**config.mk**
```make
export PLATFORM = sky130hd
export DESIGN_NAME = rise_stable_gen
export DESIGN_NICKNAME = d
export VERILOG_FILES = /design/src/rtl/rise_stable_pkg.sv /design/src/rtl/span_down_counter.sv /design/src/rtl/rise_stable_gen.sv
export SDC_FILE = /design/constraint.sdc
export NUM_CORES = 1
export LEC_CHECK = 0
export CAP_MARGIN = 10
export CORE_MARGIN = 8
export CORE_UTILIZATION = 45
export DETAILED_ROUTE_END_ITERATION = 10
export PLACE_DENSITY_LB_ADDON = 0.2
export SYNTH_ARGS = -nofsm -noshare
export SYNTH_HDL_FRONTEND = slang
export SYNTH_HIERARCHICAL = 1
export SYNTH_SLANG_ARGS = --single-unit
```
**constraint.sdc**
```tcl
create_clock -name clk -period 5.8 [get_ports clk]
set_input_delay 1.16 -clock clk [delete_from_list [all_inputs] [get_ports clk]]
set_output_delay 1.16 -clock clk [all_outputs]
set_load 0.02 [all_outputs]
```
**src/rtl/rise_stable_pkg.sv**
```systemverilog
// Shared types and default widths for the rise/stable pulse-train generator.
package rise_stable_pkg;

  localparam int unsigned DefaultCw = 8;
  localparam int unsigned DefaultNw = 4;

  typedef enum logic [1:0] {
    StIdle,
    StLow,
    StHigh,
    StFin
  } state_t;

endpackage

```
**src/rtl/span_down_counter.sv**
```systemverilog
// Loadable down-counter timing one low or high span; flags when the span's last cycle is reached.
module span_down_counter #(
  parameter int unsigned CW = 8
) (
  input  logic          clk_i,
  input  logic          rst_i,
  input  logic          load_i,
  input  logic [CW-1:0] value_i,
  input  logic          en_i,
  output logic          zero_o
);

  logic [CW-1:0] cnt_q;

  // Load wins over decrement; the count holds at zero rather than wrapping.
  always_ff @(posedge clk_i) begin
    if (rst_i) begin
      cnt_q <= '0;
    end else if (load_i) begin
      cnt_q <= value_i;
    end else if (en_i && (cnt_q != '0)) begin
      cnt_q <= cnt_q - CW'(1);
    end
  end

  assign zero_o = (cnt_q == '0);

endmodule

```
**src/rtl/rise_stable_gen.sv**
```systemverilog
// Burst generator: drives sig_out as N low/high pulses with exact span lengths,
// sequenced by a start/busy/done handshake.
module rise_stable_gen
  import rise_stable_pkg::*;
#(
  parameter int unsigned CW = DefaultCw,
  parameter int unsigned NW = DefaultNw
) (
  input  logic          clk,
  input  logic          rst,
  input  logic          start,
  input  logic [CW-1:0] low_cycles,
  input  logic [CW-1:0] high_cycles,
  input  logic [NW-1:0] num_pulses,
  output logic          sig_out,
  output logic          rose_strb,
  output logic          busy,
  output logic          done
);

  // A zero span length behaves as one cycle; counters run from span-1 down to 0.
  function automatic logic [CW-1:0] span_m1(input logic [CW-1:0] span);
    return (span == '0) ? '0 : span - CW'(1);
  endfunction

  state_t        state_q;
  logic [CW-1:0] low_m1_q;
  logic [CW-1:0] high_m1_q;
  logic [NW-1:0] pulse_q;
  logic          sig_out_q;
  logic          rose_strb_q;
  logic          busy_q;
  logic          done_q;

  logic          cnt_load;
  logic [CW-1:0] cnt_val;
  logic          cnt_en;
  logic          cnt_zero;

  span_down_counter #(
    .CW(CW)
  ) u_span_cnt (
    .clk_i  (clk),
    .rst_i  (rst),
    .load_i (cnt_load),
    .value_i(cnt_val),
    .en_i   (cnt_en),
    .zero_o (cnt_zero)
  );

  always_comb begin
    cnt_load = 1'b0;
    cnt_val  = low_m1_q;
    cnt_en   = 1'b0;
    unique case (state_q)
      StIdle: begin
        if (start) begin
          cnt_load = 1'b1;
          cnt_val  = span_m1(low_cycles);
        end
      end
      StLow: begin
        if (cnt_zero) begin
          cnt_load = 1'b1;
          cnt_val  = high_m1_q;
        end else begin
          cnt_en = 1'b1;
        end
      end
      StHigh: begin
        if (cnt_zero) begin
          if (pulse_q != NW'(1)) begin
            cnt_load = 1'b1;
            cnt_val  = low_m1_q;
          end
        end else begin
          cnt_en = 1'b1;
        end
      end
      StFin: begin
        cnt_load = 1'b0;
      end
      default: begin
        cnt_load = 1'b0;
      end
    endcase
  end

  // Outputs are registered from the current state, so they trail the state by one cycle.
  always_ff @(posedge clk) begin
    if (rst) begin
      state_q     <= StIdle;
      low_m1_q    <= '0;
      high_m1_q   <= '0;
      pulse_q     <= '0;
      sig_out_q   <= 1'b0;
      rose_strb_q <= 1'b0;
      busy_q      <= 1'b0;
      done_q      <= 1'b0;
    end else begin
      sig_out_q   <= (state_q == StHigh);
      rose_strb_q <= (state_q == StHigh) && !sig_out_q;
      busy_q      <= (state_q == StLow) || (state_q == StHigh);
      done_q      <= (state_q == StFin);
      unique case (state_q)
        StIdle: begin
          if (start) begin
            low_m1_q  <= span_m1(low_cycles);
            high_m1_q <= span_m1(high_cycles);
            pulse_q   <= num_pulses;
            state_q   <= (num_pulses == '0) ? StFin : StLow;
          end
        end
        StLow: begin
          if (cnt_zero) begin
            state_q <= StHigh;
          end
        end
        StHigh: begin
          if (cnt_zero) begin
            if (pulse_q == NW'(1)) begin
              state_q <= StFin;
            end else begin
              pulse_q <= pulse_q - NW'(1);
              state_q <= StLow;
            end
          end
        end
        StFin: begin
          state_q <= StIdle;
        end
        default: begin
          state_q <= StIdle;
        end
      endcase
    end
  end

  assign sig_out   = sig_out_q;
  assign rose_strb = rose_strb_q;
  assign busy      = busy_q;
  assign done      = done_q;

endmodule

```
==> impl_metrics.sql <==
INSERT INTO impl_metrics (metric_group, metric, value, unit) VALUES
('clocking', 'cts_hold_buffers', '0', ''),
('placed_design', 'gp_congestion', '0.792', ''),
('yosys', 'synth_area_per_cell', '8.32', 'µm²'),
('hold_path', 'min_path_type', 'flop to flop', ''),
('timing', 'timing.fmax', '0.333', 'GHz'),
('clocking', 'clkSlewWorstSetupHoldPaths', '0.06', 'ns'),
('floorplan', 'floorplan.initialDensity', '45.7', '%'),
('detailed_routing', 'vias', '1836', ''),
('layout', 'mostFrequentLayoutCell', 'sky130_fd_sc_hd__dfxtp_1', ''),
('job', 'max_cap_violations', '0', ''),
('grt', 'grt_max_degree', '37', ''),
('timing', 'final.hold.worst_slack', '0.412', 'ns'),
('timing', 'post-route-min-period', '3.01', 'ns'),
('critical_path', 'critPathRequiredTime', '6.00', 'ns'),
('timing', 'setup_tns', '0', 'ns'),
('power_and_ir_drop', 'power.ir.vdd_worst', '0.164', 'mV'),
('clocking', 'cts-resized-gates', '0', ''),
('timing', 'finalHoldViolCount', '0', ''),
('yosys', 'synth_fp_nets', '287', ''),
('outcome', 'status', 'finished clean', ''),
('grt', 'grt_pass1_wl', '7.60', 'mm'),
('timing', 'grt_setup_unrepaired', 'false', ''),
('critical_path', 'worst-path-max-fanout', '19', ''),
('yosys', 'synth_enable_flop_cells', '0', ''),
('critical_path', 'cp_slowest_cell', 'sky130_fd_sc_hd__or4_2', ''),
('clocking', 'cts_tree', 'yes', ''),
('critical_path', 'regToRegSetupSlack', '2.97', 'ns'),
('power_and_ir_drop', 'power.static_leakage', '0.907', 'nW'),
('layout', 'regArea', '681', 'µm²'),
('floorplan', 'rows', '25', ''),
('clocking', 'clk_path_buf_depth', '2', ''),
('detailed_routing', 'routed_via_density', '5.53', ''),
('timing', 'final_min_period_over_clock_period', '51.8', '%'),
('clocking', 'clock_sinks', '34', ''),
('layout', 'final_cell_mix', 'sky130_fd_sc_hd__dfxtp_1 (34), sky130_fd_sc_hd__nor2_1 (27), sky130_fd_sc_hd__clkdlybuf4s50_1 (26), sky130_fd_sc_hd__a21oi_1 (17), sky130_fd_sc_hd__nand2_1 (15)', ''),
('detailed_routing', 'routedWlPerCell', '13.3', 'µm'),
('layout', 'fill_cells', '447', ''),
('layout', 'n_antenna_cell', '0', ''),
('placed_design', 'dp_hpwl', '3.32', 'mm'),
('clocking', 'cts_setup_buffers', '0', ''),
('critical_path', 'endpoint_arrival_time_on_the_critical_path', '3.21', 'ns'),
('critical_path', 'end_kind', 'flop', ''),
('timing', 'slew_headroom', '48.7', '%'),
('yosys', 'synth-seq-cells', '34', ''),
('yosys', 'synth_cell_type_count', '55', ''),
('floorplan', 'chipWidth', '84.6', 'µm'),
('yosys', 'syn-cell-area', '2110', 'µm²'),
('clocking', 'latest_clock_arrival_within_the_worst_skew_pair', '0.28', 'ns'),
('layout', 'final_core_utilization', '53.8', '%'),
('clocking', 'cts_root_buf', 'sky130_fd_sc_hd__clkbuf_8', ''),
('grt', 'globalRoute.totalOverflow', '0', ''),
('floorplan', 'chipHeight', '84.6', 'µm'),
('critical_path', 'critical_path_launch_point_type', 'input pin', ''),
('hold_path', 'min_path_cells', '1', ''),
('power_and_ir_drop', 'power.total', '0.00114', 'W'),
('floorplan', 'dieArea', '7150', 'µm²'),
('grt', 'grt_use_total', '12.9', '%'),
('timing', 'setup_viol', '0', ''),
('hold_path', 'whs_endpoint', 'rose_strb', ''),
('layout', 'syn2layout_area_growth', '17.8', '%'),
('detailed_routing', 'final_antenna_net_count', '0', ''),
('critical_path', 'worst_r2r_path_cells', '8', ''),
('critical_path', 'critical_path_start_end_classification', 'input pin to flop', ''),
('yosys', 'synth-warning-count', '6', ''),
('layout', 'final_net_count', '311', ''),
('floorplan', 'core', '4630', 'µm²'),
('floorplan', 'ioPinCount', '27', ''),
('clocking', 'htreeDepth', '2', ''),
('clocking', 'cts-buffers-inserted', '5', ''),
('layout', 'post_route_cells_drive_above_1_share', '8.99', '%'),
('layout', 'finish.cell_count_without_fillers', '332', '');
## worst max-delay path: cells and delay by family
kind / cells / cell delay [ns]
and+or+nand+nor: 2 / 1.14
AOI/OAI and AO/OA: 2 / 0.26
buffers and inverters: 2 / 0.65
## flip-flops by register name (all words and copies together), names as in the netlist
name / flops
done: 1
u_span_cnt/cnt_q: 8
busy: 1
pulse_q: 4
sig_out: 1
low_m1_q: 8
rose_strb: 1
high_m1_q: 8
state_q: 2
## logic make-up after synthesis
family                     Yosys count  share of synthesized area (%)
and+or+nand+nor                    104                           28.8
buffers and inverters               25                           4.56
DFF                                 34                           32.2
adders and majority gates           10                           5.92
xor gates and xnor gates             5                           2.07
AOI/OAI and AO/OA                   69                           23.1
muxes                                7                           3.37
## per-layer routing
| layer | global-route usage (%) | share of wire (%) | up-vias |
|---|---|---|---|
| li1 | - | - | 971 |
| met1 | 16.1 | 50 | 825 |
| met2 | 19.5 | 44 | 30 |
| met3 | 3.71 | 3.3 | 10 |
| met4 | 6.31 | 2.1 | 0 |
| met5 | 0 | 0 | - |
## area by class of cell
class | instances | area share, %
clock buffers | 7 | 3.07
repair buffers | 28 | 11.1
flip-flops and latches | 34 | 27.3
inverters | 14 | 2.11
well taps | 54 | 2.71
multi-input cells | 195 | 53.7
## cell usage after synthesis, types with 2 or more instances
cell type / n / area share (%)
sky130_fd_sc_hd__clkbuf_1: 7 / 1.2
sky130_fd_sc_hd__or4_4: 2 / 1.1
sky130_fd_sc_hd__nor3b_1: 4 / 1.4
sky130_fd_sc_hd__nor2_1: 27 / 4.8
sky130_fd_sc_hd__or4_2: 2 / 0.83
sky130_fd_sc_hd__nor4_1: 2 / 0.59
sky130_fd_sc_hd__and2_1: 2 / 0.59
sky130_fd_sc_hd__a211o_1: 2 / 0.83
sky130_fd_sc_hd__nor3_1: 8 / 1.9
sky130_fd_sc_hd__a22oi_1: 9 / 3.2
sky130_fd_sc_hd__nand2b_1: 7 / 2.1
sky130_fd_sc_hd__xnor2_1: 3 / 1.2
sky130_fd_sc_hd__or4_1: 4 / 1.4
sky130_fd_sc_hd__or3_1: 2 / 0.59
sky130_fd_sc_hd__o21ai_1: 2 / 0.47
sky130_fd_sc_hd__xor2_1: 2 / 0.83
sky130_fd_sc_hd__a211oi_2: 2 / 1.2
sky130_fd_sc_hd__nand3_1: 2 / 0.47
sky130_fd_sc_hd__o31ai_1: 4 / 1.4
sky130_fd_sc_hd__or3_2: 2 / 0.71
sky130_fd_sc_hd__a211oi_1: 6 / 2.1
sky130_fd_sc_hd__a21oi_1: 17 / 4.0
sky130_fd_sc_hd__a311oi_1: 3 / 1.2
sky130_fd_sc_hd__nand2_1: 15 / 2.7
sky130_fd_sc_hd__or2_2: 2 / 0.59
sky130_fd_sc_hd__o21ai_0: 11 / 2.6
sky130_fd_sc_hd__buf_1: 2 / 0.36
sky130_fd_sc_hd__o211ai_1: 2 / 0.71
sky130_fd_sc_hd__ha_1: 10 / 5.9
sky130_fd_sc_hd__o21a_1: 3 / 1.1
sky130_fd_sc_hd__nor2b_1: 13 / 3.8
sky130_fd_sc_hd__mux2i_1: 6 / 2.8
sky130_fd_sc_hd__buf_2: 2 / 0.47
sky130_fd_sc_hd__dfxtp_1: 34 / 32
sky130_fd_sc_hd__inv_1: 13 / 2.3
## metrics by stage
| step | instance area [µm²] | setup WS [ns] |
|---|---|---|
| after floorplan | 2110 | 3.18 |
| after global placement | 2410 | 2.56 |
| after detailed placement | 2410 | 2.50 |
| after CTS | 2490 | 2.81 |
| after global routing | 2490 | 2.70 |
| final | 2490 | 2.79 |
## report_power, final
part	total [W]	internal [W]	switching [W]
Clock	0.000158	0.0000824	0.0000754
Sequential	0.000372	0.000308	0.0000635
Combinational	0.000606	0.000268	0.000338
Total	0.00114	0.000659	0.000477
## worst max path at each step
stage	startpoint	endpoint	slack (ns)	cells after the start
floorplan	start	u_span_cnt/cnt_q[2]	3.18	6
global placement	start	u_span_cnt/cnt_q[1]	2.56	6
detailed placement	start	u_span_cnt/cnt_q[1]	2.50	6
CTS	start	u_span_cnt/cnt_q[1]	2.81	6
global route	start	u_span_cnt/cnt_q[1]	2.70	6
finish	start	u_span_cnt/cnt_q[1]	2.79	6
Power figures use the tool's default switching activity.
